$ cat config.mk
export PLATFORM = sky130hd
export DESIGN_NAME = vga_frame_reader_flat
export DESIGN_NICKNAME = d
export VERILOG_FILES = /design/src/rtl/vga_pkg.sv /design/src/rtl/vga_frame_reader_if.sv /design/src/rtl/vga_timing.sv /design/src/rtl/vga_frame_reader.sv /design/src/flat_wrapper.sv
export SDC_FILE = /design/constraint.sdc
export NUM_CORES = 1
export LEC_CHECK = 0
export ABC_AREA = 1
export CAP_MARGIN = 20
export CORE_AREA = 2 2 61 106
export CTS_BUF_LIST = sky130_fd_sc_hd__clkbuf_4 sky130_fd_sc_hd__clkbuf_8
export CTS_CLUSTER_DIAMETER = 60
export DETAILED_ROUTE_END_ITERATION = 10
export DIE_AREA = 0 0 63 108
export DONT_BUFFER_PORTS = 1
export PLACE_DENSITY = 0.69
export SETUP_SLACK_MARGIN = 0.5
export SLEW_MARGIN = 5
export SYNTH_ARGS = -nofsm -noshare
export SYNTH_HDL_FRONTEND = slang
export SYNTH_HIERARCHICAL = 1
export SYNTH_SLANG_ARGS = --single-unit
$ cat constraint.sdc
create_clock -name clk -period 2.6 [get_ports clk]
set_clock_uncertainty 0.05 [all_clocks]
set_input_delay 0.26 -clock clk [delete_from_list [all_inputs] [get_ports clk]]
set_output_delay 0.26 -clock clk [all_outputs]
set_load 0.01 [all_outputs]
$ cat src/rtl/vga_pkg.sv
// vga_pkg: 640x480@60 raster constants, frame-buffer address width and pixel types
package vga_pkg;
  localparam int VGA_H_ACTIVE = 640;
  localparam int VGA_H_FP = 16;
  localparam int VGA_H_SYNC = 96;
  localparam int VGA_H_BP = 48;
  localparam int VGA_V_ACTIVE = 480;
  localparam int VGA_V_FP = 10;
  localparam int VGA_V_SYNC = 2;
  localparam int VGA_V_BP = 33;
  localparam int VGA_H_TOTAL = VGA_H_ACTIVE + VGA_H_FP + VGA_H_SYNC + VGA_H_BP;
  localparam int VGA_V_TOTAL = VGA_V_ACTIVE + VGA_V_FP + VGA_V_SYNC + VGA_V_BP;
  localparam int VGA_HS_START = VGA_H_ACTIVE + VGA_H_FP;
  localparam int VGA_HS_END = VGA_HS_START + VGA_H_SYNC - 1;
  localparam int VGA_VS_START = VGA_V_ACTIVE + VGA_V_FP;
  localparam int VGA_VS_END = VGA_VS_START + VGA_V_SYNC - 1;
  localparam int ADDR_W = 19;
  localparam int CNT_W = 10;
  typedef struct packed {
    logic [4:0] r;
    logic [5:0] g;
    logic [4:0] b;
  } rgb565_t;
  typedef struct packed {
    logic de;
    logic hs;
    logic vs;
    logic fs;
  } ctl_t;
endpackage

$ cat src/rtl/vga_frame_reader_if.sv
// vga_frame_reader_if: frame-buffer read port, buffer handshake and VGA pins
interface vga_frame_reader_if;
  import vga_pkg::*;
  logic frame_done;
  logic rd_buf;
  logic [ADDR_W:0] r_addr;
  rgb565_t r_data;
  logic vga_hsync_n;
  logic vga_vsync_n;
  logic vga_de;
  logic [3:0] vga_r;
  logic [3:0] vga_g;
  logic [3:0] vga_b;
  logic frame_start;
  modport master (
    input frame_done, r_data,
    output rd_buf, r_addr, vga_hsync_n, vga_vsync_n, vga_de, vga_r, vga_g, vga_b, frame_start
  );
  modport slave (
    output frame_done, r_data,
    input rd_buf, r_addr, vga_hsync_n, vga_vsync_n, vga_de, vga_r, vga_g, vga_b, frame_start
  );
endinterface

$ cat src/rtl/vga_timing.sv
// vga_timing: free-running h/v raster counters with active, sync and frame-wrap decode
module vga_timing
  import vga_pkg::*;
#(
  parameter int H_ACTIVE = VGA_H_ACTIVE,
  parameter int H_FP = VGA_H_FP,
  parameter int H_SYNC = VGA_H_SYNC,
  parameter int H_BP = VGA_H_BP,
  parameter int V_ACTIVE = VGA_V_ACTIVE,
  parameter int V_FP = VGA_V_FP,
  parameter int V_SYNC = VGA_V_SYNC,
  parameter int V_BP = VGA_V_BP
) (
  input  logic clk,
  input  logic rst_n,
  output logic active,
  output logic hs,
  output logic vs,
  output logic first,
  output logic wrap
);
  localparam int H_TOTAL = H_ACTIVE + H_FP + H_SYNC + H_BP;
  localparam int V_TOTAL = V_ACTIVE + V_FP + V_SYNC + V_BP;
  localparam int HS_START = H_ACTIVE + H_FP;
  localparam int HS_END = HS_START + H_SYNC - 1;
  localparam int VS_START = V_ACTIVE + V_FP;
  localparam int VS_END = VS_START + V_SYNC - 1;
  logic [CNT_W-1:0] h_cnt;
  logic [CNT_W-1:0] v_cnt;
  logic h_end;
  logic v_end;
  assign h_end = h_cnt == CNT_W'(H_TOTAL - 1);
  assign v_end = v_cnt == CNT_W'(V_TOTAL - 1);
  assign wrap = h_end && v_end;
  assign first = (h_cnt == '0) && (v_cnt == '0);
  assign active = (h_cnt < CNT_W'(H_ACTIVE)) && (v_cnt < CNT_W'(V_ACTIVE));
  assign hs = (h_cnt >= CNT_W'(HS_START)) && (h_cnt <= CNT_W'(HS_END));
  assign vs = (v_cnt >= CNT_W'(VS_START)) && (v_cnt <= CNT_W'(VS_END));
  // h advances every pixel clock; v advances on each h wrap
  always_ff @(posedge clk or negedge rst_n)
    if (!rst_n) begin
      h_cnt <= '0;
      v_cnt <= '0;
    end else begin
      h_cnt <= h_end ? '0 : h_cnt + 1'b1;
      v_cnt <= h_end ? (v_end ? '0 : v_cnt + 1'b1) : v_cnt;
    end
endmodule

$ cat src/rtl/vga_frame_reader.sv
// vga_frame_reader: double-buffered frame-buffer scan-out onto a 2-stage VGA pipeline
module vga_frame_reader
  import vga_pkg::*;
#(
  parameter int H_ACTIVE = VGA_H_ACTIVE,
  parameter int H_FP = VGA_H_FP,
  parameter int H_SYNC = VGA_H_SYNC,
  parameter int H_BP = VGA_H_BP,
  parameter int V_ACTIVE = VGA_V_ACTIVE,
  parameter int V_FP = VGA_V_FP,
  parameter int V_SYNC = VGA_V_SYNC,
  parameter int V_BP = VGA_V_BP
) (
  input  logic clk,
  input  logic rst_n,
  vga_frame_reader_if.master bus
);
  logic active;
  logic hs;
  logic vs;
  logic first;
  logic wrap;
  logic [ADDR_W-1:0] pix_addr;
  logic pending;
  logic rd_buf;
  ctl_t ctl_d;
  logic unused_lsbs;
  vga_timing #(
    .H_ACTIVE(H_ACTIVE), .H_FP(H_FP), .H_SYNC(H_SYNC), .H_BP(H_BP),
    .V_ACTIVE(V_ACTIVE), .V_FP(V_FP), .V_SYNC(V_SYNC), .V_BP(V_BP)
  ) u_timing (
    .clk(clk),
    .rst_n(rst_n),
    .active(active),
    .hs(hs),
    .vs(vs),
    .first(first),
    .wrap(wrap)
  );
  assign bus.rd_buf = rd_buf;
  assign bus.r_addr = {rd_buf, pix_addr};
  assign unused_lsbs = ^{bus.r_data.r[0], bus.r_data.g[1:0], bus.r_data.b[0]};
  // scan address walks active pixels; buffers swap only at the frame wrap so no frame mixes buffers
  always_ff @(posedge clk or negedge rst_n)
    if (!rst_n) begin
      pix_addr <= '0;
      pending <= 1'b0;
      rd_buf <= 1'b0;
    end else begin
      pix_addr <= wrap ? '0 : active ? pix_addr + 1'b1 : pix_addr;
      rd_buf <= (wrap && (pending || bus.frame_done)) ? ~rd_buf : rd_buf;
      pending <= wrap ? 1'b0 : pending || bus.frame_done;
    end
  // stage 1: controls ride alongside the one-cycle RAM read
  always_ff @(posedge clk or negedge rst_n)
    if (!rst_n) ctl_d <= '0;
    else ctl_d <= '{de: active, hs: hs, vs: vs, fs: first};
  // stage 2: registered pins, colour blanked outside active video
  always_ff @(posedge clk or negedge rst_n)
    if (!rst_n) begin
      bus.vga_hsync_n <= 1'b1;
      bus.vga_vsync_n <= 1'b1;
      bus.vga_de <= 1'b0;
      bus.frame_start <= 1'b0;
      bus.vga_r <= '0;
      bus.vga_g <= '0;
      bus.vga_b <= '0;
    end else begin
      bus.vga_hsync_n <= ~ctl_d.hs;
      bus.vga_vsync_n <= ~ctl_d.vs;
      bus.vga_de <= ctl_d.de;
      bus.frame_start <= ctl_d.fs;
      bus.vga_r <= ctl_d.de ? bus.r_data.r[4:1] : '0;
      bus.vga_g <= ctl_d.de ? bus.r_data.g[5:2] : '0;
      bus.vga_b <= ctl_d.de ? bus.r_data.b[4:1] : '0;
    end
endmodule

$ cat src/flat_wrapper.sv
// flat-port wrapper written by rule: the top's interface ports become plain ports
module vga_frame_reader_flat import vga_pkg::*;
#(
  parameter int H_ACTIVE = VGA_H_ACTIVE,
  parameter int H_FP = VGA_H_FP,
  parameter int H_SYNC = VGA_H_SYNC,
  parameter int H_BP = VGA_H_BP,
  parameter int V_ACTIVE = VGA_V_ACTIVE,
  parameter int V_FP = VGA_V_FP,
  parameter int V_SYNC = VGA_V_SYNC,
  parameter int V_BP = VGA_V_BP
)
  (clk, rst_n, bus_frame_done, bus_r_data, bus_rd_buf, bus_r_addr, bus_vga_hsync_n, bus_vga_vsync_n, bus_vga_de, bus_vga_r, bus_vga_g, bus_vga_b, bus_frame_start);
  vga_frame_reader_if bus_i ();
  input  logic clk;
  input  logic rst_n;
  input wire logic [$bits(bus_i.frame_done)-1:0] bus_frame_done;
  input wire logic [$bits(bus_i.r_data)-1:0] bus_r_data;
  output wire logic [$bits(bus_i.rd_buf)-1:0] bus_rd_buf;
  output wire logic [$bits(bus_i.r_addr)-1:0] bus_r_addr;
  output wire logic [$bits(bus_i.vga_hsync_n)-1:0] bus_vga_hsync_n;
  output wire logic [$bits(bus_i.vga_vsync_n)-1:0] bus_vga_vsync_n;
  output wire logic [$bits(bus_i.vga_de)-1:0] bus_vga_de;
  output wire logic [$bits(bus_i.vga_r)-1:0] bus_vga_r;
  output wire logic [$bits(bus_i.vga_g)-1:0] bus_vga_g;
  output wire logic [$bits(bus_i.vga_b)-1:0] bus_vga_b;
  output wire logic [$bits(bus_i.frame_start)-1:0] bus_frame_start;
  assign bus_i.frame_done = bus_frame_done;
  assign bus_i.r_data = bus_r_data;
  assign bus_rd_buf = bus_i.rd_buf;
  assign bus_r_addr = bus_i.r_addr;
  assign bus_vga_hsync_n = bus_i.vga_hsync_n;
  assign bus_vga_vsync_n = bus_i.vga_vsync_n;
  assign bus_vga_de = bus_i.vga_de;
  assign bus_vga_r = bus_i.vga_r;
  assign bus_vga_g = bus_i.vga_g;
  assign bus_vga_b = bus_i.vga_b;
  assign bus_frame_start = bus_i.frame_start;
  vga_frame_reader #(.H_ACTIVE(H_ACTIVE), .H_FP(H_FP), .H_SYNC(H_SYNC), .H_BP(H_BP), .V_ACTIVE(V_ACTIVE), .V_FP(V_FP), .V_SYNC(V_SYNC), .V_BP(V_BP)) u_core (.clk(clk), .rst_n(rst_n), .bus(bus_i));
endmodule
== Word-level counts from Yosys, hierarchy flattened ==
Index checks and enable logic that the tools add are counted.
Storage, ports and cells
  input port bits: 19
  output and inout bits: 37
  register bits: 61
  word-level logic and storage cells: 48
Cells by class
  $lt $le $gt $ge: 6
  reduce and logical (&&, ||, !) cells: 10
  mux-type cells: 8
  equal/unequal tests: 2
  bitwise operators: 3
  add/sub/neg operators: 3
Operators with widths (number)
  19-bit 2-to-1 mux: 2
  10-bit by 1-bit adder with 10-bit output (second input constant): 2
  10-bit equality test (second input constant): 2
  10-bit logical NOT: 2
  10-bit 2-to-1 mux: 2
  19-bit by 1-bit adder with 19-bit output (second input constant): 1
  4-bit 2-to-1 mux: 3
  10-bit >= comparator (second input constant): 1
  10-bit by 9-bit >= comparator with 1-bit output (second input constant): 1
  10-bit <= comparator (second input constant): 1
  10-bit by 9-bit <= comparator with 1-bit output (second input constant): 1
  10-bit less-than comparator (second input constant): 1
  10-bit by 9-bit less-than comparator with 1-bit output (second input constant): 1
  1-bit logical AND: 6
  1-bit NOT: 3
  2-bit nonzero test: 1
  1-bit logical OR: 1
  1-bit 2-to-1 mux: 1

== Logic depth before layout (Yosys ltp) ==
  depth after elaboration: 4
  gate-level depth with buffers: 14
  mapped depth without buffers: 14

== By module ==
The synthesis kept the hierarchy.
By module, submodules not included
  vga_frame_reader: area each 1776.7 µm², seq. area each 1028.5 µm², cells each 207, times used 1
  vga_timing: area each 1209.9 µm², seq. area each 500.5 µm², cells each 158, times used 1

== Worst setup path before layout ==
OpenSTA, ideal clock, no wires.
  kind: register -> register
  from: reg u_core.u_timing.h_cnt[0]
  to: reg u_core.pix_addr[15]
  data required time: 2.433 ns
  clock period less this slack: 1.886 ns
  library setup time: 0.117 ns
  slack: 0.714 ns
  path buffers: 0
  stages on the path, launching flop included: 13
  arrival time: 1.719 ns
  path through: dfrtp_1 -> ha_1 -> nand4_2 -> nor2_4 -> nand3b_1 -> inv_1 -> nor2_4 -> nor2_2 -> nand3_1 -> nor2_1 -> nand2_1 -> nand2_1 -> nor2_1
Between the ends
  longest elaborated chain between the ends: 3
  elaborated cells between the ends (all ways): 6
  classes of those cells: order compare (1); eq/ne (1); mux (1); reduce/logical (3)
Ends and longest elaborated chain
  start, declared: RTL line vga_timing.sv:28  | logic [CNT_W-1:0] h_cnt;
  start signal, assigned: RTL line vga_timing.sv:45  | h_cnt <= h_end ? '0 : h_cnt + 1'b1;
  10-bit equality test (*): RTL line vga_timing.sv:32  | assign h_end = h_cnt == CNT_W'(H_TOTAL - 1);
  1-bit logical AND (*): RTL line vga_timing.sv:34  | assign wrap = h_end && v_end;
  via u_core.wrap: RTL line vga_frame_reader.sv:22  | logic wrap;
  19-bit 2-to-1 mux or 2-bit nonzero test (tied branches)
  end signal, assigned: RTL line vga_frame_reader.sv:50  | pix_addr <= wrap ? '0 : active ? pix_addr + 1'b1 : pix_addr;
  end, declared: RTL line vga_frame_reader.sv:23  | logic [ADDR_W-1:0] pix_addr;
The timed path passes the listed nets; every way through them passes the cells marked *.
A chain may end at the register's enable or synchronous reset.

== Worst setup path in the final report ==
  from: reg u_core.u_timing.v_cnt[0]
  to: reg u_core.pix_addr[15]
Between the ends
  longest elaborated chain between the ends: 3
  elaborated cells between the ends (all ways): 6
  classes of those cells: order compare (1); eq/ne (1); mux (1); reduce/logical (3)
Ends and longest elaborated chain
  start, declared: RTL line vga_timing.sv:29  | logic [CNT_W-1:0] v_cnt;
  start signal, assigned: RTL line vga_timing.sv:46  | v_cnt <= h_end ? (v_end ? '0 : v_cnt + 1'b1) : v_cnt;
  10-bit equality test (*): RTL line vga_timing.sv:33  | assign v_end = v_cnt == CNT_W'(V_TOTAL - 1);
  1-bit logical AND (*): RTL line vga_timing.sv:34
  via u_core.wrap: RTL line vga_frame_reader.sv:22
  19-bit 2-to-1 mux or 2-bit nonzero test (tied branches)
Marked as above.

==> run_results.csv <==
group,metric,value,unit
outcome,status,"finished clean",
sta,timing.final.hold_violations,0,
critical_path,worst-path-buf-inv,3,
synthesis,ys_top_cells_by_count,"81 x nand2_1, 65 x inv_1, 59 x dfrtp_1",
detailed_routing,ant_nets,0,
sta,setup_viol,0,
detailed_routing,avgRoutedWirePerCell,13.8,um
clocking,cts.clk_slew.worst_paths,0.07,ns
detailed_routing,routed_wl,6590,um
critical_path,end_kind,"register",
detailed_routing,vias,2417,
synthesis,synth_nets,389,
global_route,antenna_found_initial,0,
place,hpwl,4370,um
clocking,clock-sinks,61,
synthesis,yosysMostFrequentCell,"nand2_1",
synthesis,synth_compound_area_share,4.19,%
synthesis,yosys.area.top_type_share,49.4,%
sta,holdWs,0.0215,ns
global_route,grt_pass1_vias,2360,
detailed_routing,drt_iter0_markers,153,
final_layout,seq_area,0.00153,mm^2
clocking,clockBufferDepth,2,
critical_path,path_class,"register to register",
floorplanning,placementRows,37,
detailed_routing,drt_pass1_iterations,5,
synthesis,yosysTopAreaCell,"dfrtp_1",
clocking,cts_tree,"yes",
final_layout,area.growth.synth_to_final,19.0,%
place,gp_congestion,0.821,
floorplanning,die_h,108,um
synthesis,synth_edf_count,0,
power,p_leak,1.77,nW
final_layout,layout-drive-gt1-share,16.1,%
critical_path,cp.arrival,2.14,ns
global_route,grt_pass1_wl,11000,um
clocking,cts_buffers,9,
global_route,grt_overflow,0,
critical_path,slowest_stage,"dfrtp_1",
synthesis,yosysUniqueCellTypes,28,
power,power_density,525,mW/mm^2
final_layout,n_antenna_cell,0,
critical_path,cpLargestDelayFamily,"simple AND/OR/NAND/NOR gates",
sta,fin_setup_tns,0,ns
place,dp_slack,0.391,ns
global_route,grt_max_degree,62,
synthesis,ys_ff_latch,61,
floorplanning,start_util,50.8,%
detailed_routing,viasPerCell,5.08,
place,port_buffers,0,
synthesis,synth_area,0.00299,mm^2
sta,slew_violations,0,
final_layout,instances_no_fill,476,
sta,relSlewSlack,74.2,%
critical_path,startpoint_type,"register",
synthesis,synthMuxAreaShare,0,%
synthesis,yosysSeqAreaShare,51.2,%
floorplanning,io_pins,56,
critical_path,cp.required,2.80,ns
sta,maxClockFrequency,514,MHz
floorplanning,core_area,0.00588,mm^2
synthesis,netlist_instances,365,
sta,rsz0062_at_grt,"true",
global_route,grt_usage,21.1,%
power,peakVddDrop,0.262,mV
place,placedCellCount,440,
clocking,htree_levels,3,
run,drv_cap,0,
sta,layout_min_cycle_time,1.95,ns
critical_path,path_cells,"inv_2 -> ha_4 -> inv_2 -> nor2_4 -> nand2_1 -> nand3b_1 -> inv_2 -> nor2_4 -> nor2_4 -> nand3_2 -> nor2_2 -> nand2_1 -> nand2_1 -> nor2_1",
sta,postLayoutSetupSlackWorst,0.654,ns
synthesis,synth-simple-area-share,30.4,%
min_path,hp-class,"primary input to register",
synthesis,synth_xor_area_share,2.93,%
final_layout,nets,417,
synthesis,yosys_warnings,6,
critical_path,critPathMaxStageDelay,0.42,ns
sta,timing.final.crit_share,74.8,%
synthesis,synth_area_per_cell,8.18,um^2
synthesis,yosys_most_used_dff,"dfrtp_1",
synthesis,synthAdderAreaFrac,2.09,%
detailed_routing,drcViolationCount,0,
floorplanning,die_x,63,um
synthesis,synth.area.top_cells,"dfrtp_1 49%, nand2_1 10%, inv_1 8.2%, nor2_1 6.7%, nand3_1 4.4%",
final_layout,fill_cells,515,
critical_path,cp_max_fo,8,
sta,worst_pin_slew,0.387,ns
floorplanning,dieArea,0.00680,mm^2
clocking,root_buffer,"clkbuf_8",
synthesis,async_flop_share,100,%
final_layout,multiInputGateArea,0.00127,mm^2
synthesis,synth_top_family_by_area,"simple AND/OR/NAND/NOR gates",
clocking,clk_latency,0.35,ns
final cells by class:
class                           count  area share (%)
Clock buffer                        9            3.49
Clock inverter                      7            2.11
Inverter                           65            6.87
Multi-Input combinational cell    234            35.6
Sequential cell                    61            43.0
Tap cell                           78            2.75
Timing Repair Buffer               22            6.13
power breakdown:
group | switching [mW] | leakage (nW) | internal, mW
combinational | 0.0280 | 0.906 | 0.0210
clock | 0.401 | 0.0918 | 0.445
sequential | 0.0114 | 0.771 | 0.959
routing by layer:
metal	global-route usage [%]	vias to the layer above	part of all wire (%)
met5	0	-	0
met4	11.4	0	2.2
met2	39.1	63	57
met1	21.1	1162	36
met3	5.62	11	4.5
li1	-	1181	-
cells in the final DEF, fill, tap and decap left out, types with 2 or more instances in the layout:
cell type / instances
nor3_1: 3
nand3_1: 24
buf_4: 8
clkbuf_8: 9
nand4_1: 4
dfrtp_1: 59
nand2_1: 80
inv_1: 61
nor2_1: 48
o21bai_1: 2
nand2_2: 5
nand3_2: 4
xnor2_1: 3
nor3_2: 3
ha_4: 2
clkinvlp_4: 3
nor2_2: 7
dfstp_2: 2
inv_2: 4
xor2_1: 7
ha_1: 3
nor4_1: 3
o21ai_0: 9
a21oi_1: 12
nor2_4: 10
dlygate4sd3_1: 13
per-stage QoR:
stage	instance area (um^2)	utilization [%]	total power, mW
3_3_place_gp	3070	52.2	0.996
3_5_place_dp	3070	52.2	0.997
4_1_cts	3440	58.6	1.88
5_1_grt	3550	60.4	1.94
2_1_floorplan	2990	-	0.995
6_report	3550	60.4	1.86
worst reg2reg max path: cells and delay by family, from the launching register on:
kind                     cells  cell delay, ns
flip-flops                   1            0.42
AND/OR/NAND/NOR             10            1.01
adder cells (fa/ha/maj)      1            0.13
buffers and inverters        3            0.24
cells by family (layout without fill, tap and decap cells):
group           count (synthesis)  in the layout
compound gates                 24             24
fa+ha+maj                       5              5
xor+xnor                       10             10
buf+inv                        70            103
flops                          61             61
simple gates                  195            195
final timing paths:
kind / startpoint / endpoint / slack (ns) / depth (start not counted)
setup / recovery: u_core/u_timing/v_cnt[0]$_DFFE_PN0N_ / u_core/pix_addr[15]$_DFFE_PN0P_ / 0.65 / 14
hold / removal: bus_frame_done / u_core/pending$_DFF_PN0_ / 0.02 / 2
setup reg to reg: u_core/u_timing/v_cnt[0]$_DFFE_PN0N_ / u_core/pix_addr[15]$_DFFE_PN0P_ / 0.65 / 14
hold reg to reg: u_core/ctl_d[1]$_DFF_PN0_ / u_core/bus.vga_vsync_n$_DFF_PN1_ / 0.30 / 1
max in group asynchronous: rst_n / u_core/bus.vga_hsync_n$_DFF_PN1_ / 1.80 / 2
min in group asynchronous: rst_n / u_core/bus.vga_b[2]$_DFF_PN0_ / 0.38 / 2
what timing repair did:
item	CTS	global route
hold buffers	14	0
gates resized for setup	4	18
setup endpoints to repair	8	19
hold endpoints to repair	73	0
setup buffers	1	5
pin swaps	0	6
sequential cells by signal, summed over array words and instances, names as in the netlist:
name and count:
u_core/bus.frame_start 1, u_core/bus.rd_buf 1, u_core/bus.vga_b 4, u_core/bus.vga_de 1, u_core/bus.vga_g 4, u_core/bus.vga_hsync_n 1
u_core/bus.vga_r 4, u_core/bus.vga_vsync_n 1, u_core/ctl_d 4, u_core/pending 1, u_core/pix_addr 19, u_core/u_timing/h_cnt 10
u_core/u_timing/v_cnt 10
No activity file was read; power rests on OpenSTA's default activity.
